## config.mk

```make
export PLATFORM = sky130hd
export DESIGN_NAME = qmf_subband_gain
export DESIGN_NICKNAME = d
export VERILOG_FILES = /design/src/rtl/qmf_subband_gain.sv
export SDC_FILE = /design/constraint.sdc
export NUM_CORES = 2
export LEC_CHECK = 0
export BUFFER_PORTS_ARGS = -buffer_cell sky130_fd_sc_hd__buf_2
export CORE_MARGIN = 1
export CORE_UTILIZATION = 45
export DETAILED_ROUTE_END_ITERATION = 8
export SETUP_SLACK_MARGIN = 0.05
export SKIP_LAST_GASP = 1
export SYNTH_ARGS = -nofsm -noshare
export SYNTH_HDL_FRONTEND = slang
export SYNTH_SLANG_ARGS = --single-unit
```

## constraint.sdc

```tcl
create_clock -name clk -period 8.2 [get_ports clk]
set_clock_uncertainty 0.15 [all_clocks]
set_input_delay 0 -clock clk [delete_from_list [all_inputs] [get_ports clk]]
set_output_delay 0 -clock clk [all_outputs]
set_load 0.02 [all_outputs]
```

## src/rtl/qmf_subband_gain.sv

```systemverilog
// ============================================================================
// Module   : qmf_subband_gain
// Brief    : Per-band Q1.15 gain with linear ramping, rounding and saturation.
// Revision : 1.0
// ============================================================================
`default_nettype none

module qmf_subband_gain #(
    parameter int DATAW     = 16,
    parameter int GAINW     = 16,
    parameter int RAMP_LOG2 = 6
) (
    input  logic             clk,
    input  logic             rst,
    input  logic             en,
    input  logic             gain_load,
    input  logic [GAINW-1:0] gain_low_target,
    input  logic [GAINW-1:0] gain_high_target,
    input  logic [DATAW-1:0] din_low,
    input  logic [DATAW-1:0] din_high,
    output logic [DATAW-1:0] dout_low,
    output logic [DATAW-1:0] dout_high,
    output logic             sat_low,
    output logic             sat_high,
    output logic [GAINW-1:0] gain_low_q,
    output logic [GAINW-1:0] gain_high_q,
    output logic             ramp_busy
);

    localparam int c_PW = DATAW + GAINW + 1;
    localparam logic [GAINW-1:0] c_UNITY = {1'b1, {(GAINW-1){1'b0}}};
    localparam logic [RAMP_LOG2-1:0] c_LAST = '1;
    localparam logic signed [c_PW-1:0] c_HALF = c_PW'(64'sd1 <<< (GAINW-2));
    localparam logic signed [c_PW-1:0] c_MAX  = c_PW'((64'sd1 <<< (DATAW-1)) - 64'sd1);
    localparam logic signed [c_PW-1:0] c_MIN  = -c_MAX - c_PW'(1);

    typedef enum logic [0:0] {
        S_IDLE = 1'b0,
        S_RAMP = 1'b1
    } state_t;

    state_t                  r_state;
    logic                    r_busy;
    logic [RAMP_LOG2-1:0]    r_cnt;
    logic [GAINW-1:0]        r_tgt_low, r_tgt_high;
    logic [GAINW-1:0]        r_gain_low, r_gain_high;
    logic signed [GAINW:0]   r_step_low, r_step_high;
    logic [DATAW-1:0]        r_dout_low, r_dout_high;
    logic                    r_sat_low, r_sat_high;

    logic [DATAW:0]          w_scl_low, w_scl_high;

    // Floor-divided per-edge increment; the final snap absorbs the remainder.
    function automatic logic signed [GAINW:0] f_step(input logic [GAINW-1:0] tgt,
                                                      input logic [GAINW-1:0] cur);
        logic signed [GAINW:0] d;
        d = $signed({1'b0, tgt}) - $signed({1'b0, cur});
        return d >>> RAMP_LOG2;
    endfunction

    function automatic logic [GAINW-1:0] f_advance(input logic [GAINW-1:0]      cur,
                                                    input logic signed [GAINW:0] step);
        logic signed [GAINW:0] s;
        s = $signed({1'b0, cur}) + step;
        return s[GAINW-1:0];
    endfunction

    // Returns {sat, result}: round half up, then clip to the sample range.
    function automatic logic [DATAW:0] f_scale(input logic [DATAW-1:0] din,
                                               input logic [GAINW-1:0] gain);
        logic signed [c_PW-1:0] prod;
        logic signed [c_PW-1:0] shr;
        prod = $signed(din) * $signed({1'b0, gain});
        shr  = (prod + c_HALF) >>> (GAINW-1);
        if (shr > c_MAX)
            return {1'b1, c_MAX[DATAW-1:0]};
        else if (shr < c_MIN)
            return {1'b1, c_MIN[DATAW-1:0]};
        else
            return {1'b0, shr[DATAW-1:0]};
    endfunction

    always_comb begin
        w_scl_low  = f_scale(din_low,  r_gain_low);
        w_scl_high = f_scale(din_high, r_gain_high);
    end

    always_ff @(posedge clk or posedge rst) begin
        if (rst) begin
            r_state     <= S_IDLE;
            r_busy      <= 1'b0;
            r_cnt       <= '0;
            r_tgt_low   <= c_UNITY;
            r_tgt_high  <= c_UNITY;
            r_gain_low  <= c_UNITY;
            r_gain_high <= c_UNITY;
            r_step_low  <= '0;
            r_step_high <= '0;
            r_dout_low  <= '0;
            r_dout_high <= '0;
            r_sat_low   <= 1'b0;
            r_sat_high  <= 1'b0;
        end else begin
            // Datapath uses the gain from before this edge's ramp update.
            if (en) begin
                r_dout_low  <= w_scl_low[DATAW-1:0];
                r_sat_low   <= w_scl_low[DATAW];
                r_dout_high <= w_scl_high[DATAW-1:0];
                r_sat_high  <= w_scl_high[DATAW];
            end

            // A load pre-empts any ramp update on the same edge, including the snap.
            if (gain_load) begin
                r_tgt_low   <= gain_low_target;
                r_tgt_high  <= gain_high_target;
                r_step_low  <= f_step(gain_low_target,  r_gain_low);
                r_step_high <= f_step(gain_high_target, r_gain_high);
                r_cnt       <= '0;
                r_state     <= S_RAMP;
                r_busy      <= 1'b1;
            end else if (en && (r_state == S_RAMP)) begin
                if (r_cnt == c_LAST) begin
                    r_gain_low  <= r_tgt_low;
                    r_gain_high <= r_tgt_high;
                    r_state     <= S_IDLE;
                    r_busy      <= 1'b0;
                end else begin
                    r_gain_low  <= f_advance(r_gain_low,  r_step_low);
                    r_gain_high <= f_advance(r_gain_high, r_step_high);
                    r_cnt       <= r_cnt + 1'b1;
                end
            end
        end
    end

    assign dout_low    = r_dout_low;
    assign dout_high   = r_dout_high;
    assign sat_low     = r_sat_low;
    assign sat_high    = r_sat_high;
    assign gain_low_q  = r_gain_low;
    assign gain_high_q = r_gain_high;
    assign ramp_busy   = r_busy;

endmodule

`default_nettype wire

```

==> summary.txt <==
Detailed routing
  – Routed wire per std cell: 18.1 um
  – Starting DRT DRC Count: 1083
  – DR DRC count: 0
  – Total wire length: 64.2 mm
  – Pre-Repair DR Iteration Count: 5
  – Via count: 18807
  – Vias/cell: 5.31
  – Antenna Violating Nets Remaining: 0

Floorplan
  – Die Ht: 235 um
  – Starting density of the core: 0.455
  – Cell Rows: 85
  – Core ar.: 53800 um2
  – Die ar.: 55400 um2
  – Die Wd: 235 um
  – Top Ports: 135

Placed design
  – Dpl hpwl: 50.4 mm
  – Gpl congestion: 0.865
  – Port Buffer Count: 134

Synthesis
  – Yosys warns: 0
  – Yosys top cell area share: 0.319
  – Synth unique cells: 76
  – FF+latch count, synth: 127
  – Number of flops mapped to enable cells by yosys: 0
  – Most frequent cell after synthesis: inv_1
  – Prevailing post-synth register cell: dfrtp_1
  – Area leader, netlist: fa_1
  – Syn_nets: 3478
  – Fraction of registers with async set or reset after synthesis: 1.00
  – Synth Cell Area: 24500 um2
  – Synth top area cells: fa_1, ha_1, dfrtp_1
  – Sequential area share after synthesis: 0.130
  – Commonest cells in the synthesized netlist: inv_1, fa_1, nand2_1, ha_1, and2_1
  – Cells after synthesis: 2725
  – Post-Syn Area per Cell: 8.99 um2

STA
  – Worst Tran Pin Value: 1.10 ns
  – Max_slew headroom: 0.266
  – Setup TNS: 0 ns
  – Final setup vio count: 0
  – Final Hold Fails: 0
  – Max Slew Vio Count: 0
  – Max Fclk: 132 MHz
  – Period minus WS final: 7.58 ns
  – Tcrit/Tclk final: 0.924
  – Unrepaired setup endpoints after global routing: false

Clocking
  – CTS sink count: 127
  – CTS Buffer Depth: 2
  – Root Driver: clkbuf_16
  – Post CTS Setup Buffer Count: 0
  – CTS buffer count: 17
  – Clock Latency Late Sink: 0.44 ns
  – Reg clk slew, reported paths: 0.07 ns
  – H-tree lvl count: 4
  – CTS tree: done

Global route
  – First-pass GRT wire length: 107 mm
  – Congestion Overflow GR: 0
  – Vias in the first global route: 19837
  – GRT Overall Usage: 0.245
  – Initial antenna violation count: 4
  – Maximum number of pins on one net before global-route repair: 74

Setup path
  – Slowest stage delay, CP: 0.85 ns
  – CP dominant cell by count: fa_1
  – R2R setup slack: 0.62 ns
  – CP Max Fanout: 18
  – Slowest CP cell: dfrtp_1
  – Worst EP arrival: 7.69 ns
  – CP bufs+invs: 3
  – CP Class: flop to flop
  – Startpoint types: flop
  – Worst path top cell family by delay: adder cells
  – Worst EP required: 8.31 ns
  – Crit-path cells: nand2_1 -> fa_1 -> fa_1 -> fa_1 -> inv_1 -> fa_1 -> fa_1 -> inv_1 -> fa_1 -> inv_1 -> ha_1 -> nand3_1 -> nor2_1 -> nand3_1 -> o21ai_0 -> a21o_1 -> a31o_2 -> xnor2_1 -> a2bb2oi_4 -> o221ai_1
  – Crit. End Element: flop

Final layout
  – Synth-to-layout area growth: 9.40%
  – Ant diodes: 0
  – Fill cells: 5121
  – # nets final: 3586
  – Share of cells above drive strength 1: 0.0942
  – Utilization after layout: 0.498

Status
  – Status: finished clean

Flow run
  – Number of max-cap violations: 0

Min path
  – HP Class: primary input to async pin
==> timing repair <==
action	CTS	global route
hold endpoints to repair	120	0
hold buffers	33	0
resized for setup	0	0
==> worst reg2reg max path: stages (launching register included) <==
cell	delay, ns
dfrtp_1	0.85
nand2_1	0.18
fa_1	0.54
fa_1	0.51
fa_1	0.53
inv_1	0.06
fa_1	0.49
fa_1	0.49
inv_1	0.04
fa_1	0.47
inv_1	0.04
ha_1	0.33
nand3_1	0.13
nor2_1	0.28
nand3_1	0.13
o21ai_0	0.71
a21o_1	0.30
a31o_2	0.27
xnor2_1	0.19
a2bb2oi_4	0.49
o221ai_1	0.23
==> final cells by class <==
cell class              instances  area [um2]  area share
clock buffers                  19         453      0.0169
clock inverters                13         199     0.00743
inverters                     551        2070      0.0774
multi-input cells            1946       18800       0.703
flip-flops and latches        127        3180       0.119
well taps                     696         871      0.0325
repair buffers                190        1170      0.0438
==> cell families (layout without fill, tap and decap cells) <==
logic type      after synthesis  after routing  synth area share
compound gates              317            317            0.0927
xor+xnor                     68             68            0.0243
fa+ha+maj                   685            685             0.470
buf+inv                     652            773             0.101
flops                       127            127             0.130
mux                          41             41            0.0187
simple gates                835            835             0.164
==> stage by stage <==
stage / area [um2] / setup slack [ns] / hold slack (ns) / cells
final: 26800 / 0.624 / 0.0486 / 3542
after global routing: 26800 / 0.208 / 0.118 / 3542
after global placement: 25800 / 0.840 / 0.00931 / 3477
after detailed placement: 25800 / 0.696 / 0.0277 / 3477
after CTS: 26800 / 0.690 / 0.0895 / 3542
after floorplan: 24500 / 1.36 / 0.00170 / 2725
==> sequential cells by signal, summed over array words and instances (netlist names), 6 cells and up <==
signal,count
dout_high,16
dout_low,16
gain_high_q,16
gain_low_q,16
r_tgt_high,16
r_tgt_low,16
r_step_high,11
r_step_low,11
r_cnt,6
==> path summary, 6_finish.rpt <==
check                                            startpoint                    endpoint  depth (start not counted)
worst max-delay path            gain_high_q[12]$_DFFE_PP0P_    dout_high[9]$_DFFE_PP0P_                         20
worst min-delay path                                    rst   dout_high[14]$_DFFE_PP0P_                          3
worst max register to register  gain_high_q[12]$_DFFE_PP0P_    dout_high[9]$_DFFE_PP0P_                         20
worst min register to register      dout_low[7]$_DFFE_PP0P_     dout_low[7]$_DFFE_PP0P_                          1
max in group asynchronous                               rst  r_tgt_high[10]$_DFFE_PP0P_                          4
min in group clk                                  gain_load        r_cnt[0]$_DFFE_PP0P_                          3
==> metal layers <==
metal | GRT usage | routed length, um | vias up
met5 | 0 | 48 | -
met4 | 0.0632 | 1440 | 8
met3 | 0.0381 | 3370 | 73
met2 | 0.395 | 29900 | 445
met1 | 0.345 | 29500 | 9495
li1 | - | - | 8786
==> cell usage in the layout (no fill, tap or decap), types with 10 or more instances in the layout <==
cell	n
and3_1	10
nor2_1	105
buf_2	134
nand4_1	14
inv_1	547
and2_1	226
o21a_1	18
xor2_1	22
nor3_1	36
mux2_2	38
nand3_1	27
ha_1	295
clkbuf_16	17
o31ai_1	11
fa_1	390
dfrtp_1	123
dlygate4sd3_1	33
a21oi_1	69
nand2b_1	13
a22oi_1	12
o21ai_0	45
xnor2_1	46
a21o_1	33
or3_1	18
nand2_1	359
buf_4	23
a211oi_1	14
a31oi_1	24
Power is not shown: default switching activity piles up to over one toggle a cycle in this logic, so the estimate is an artifact.
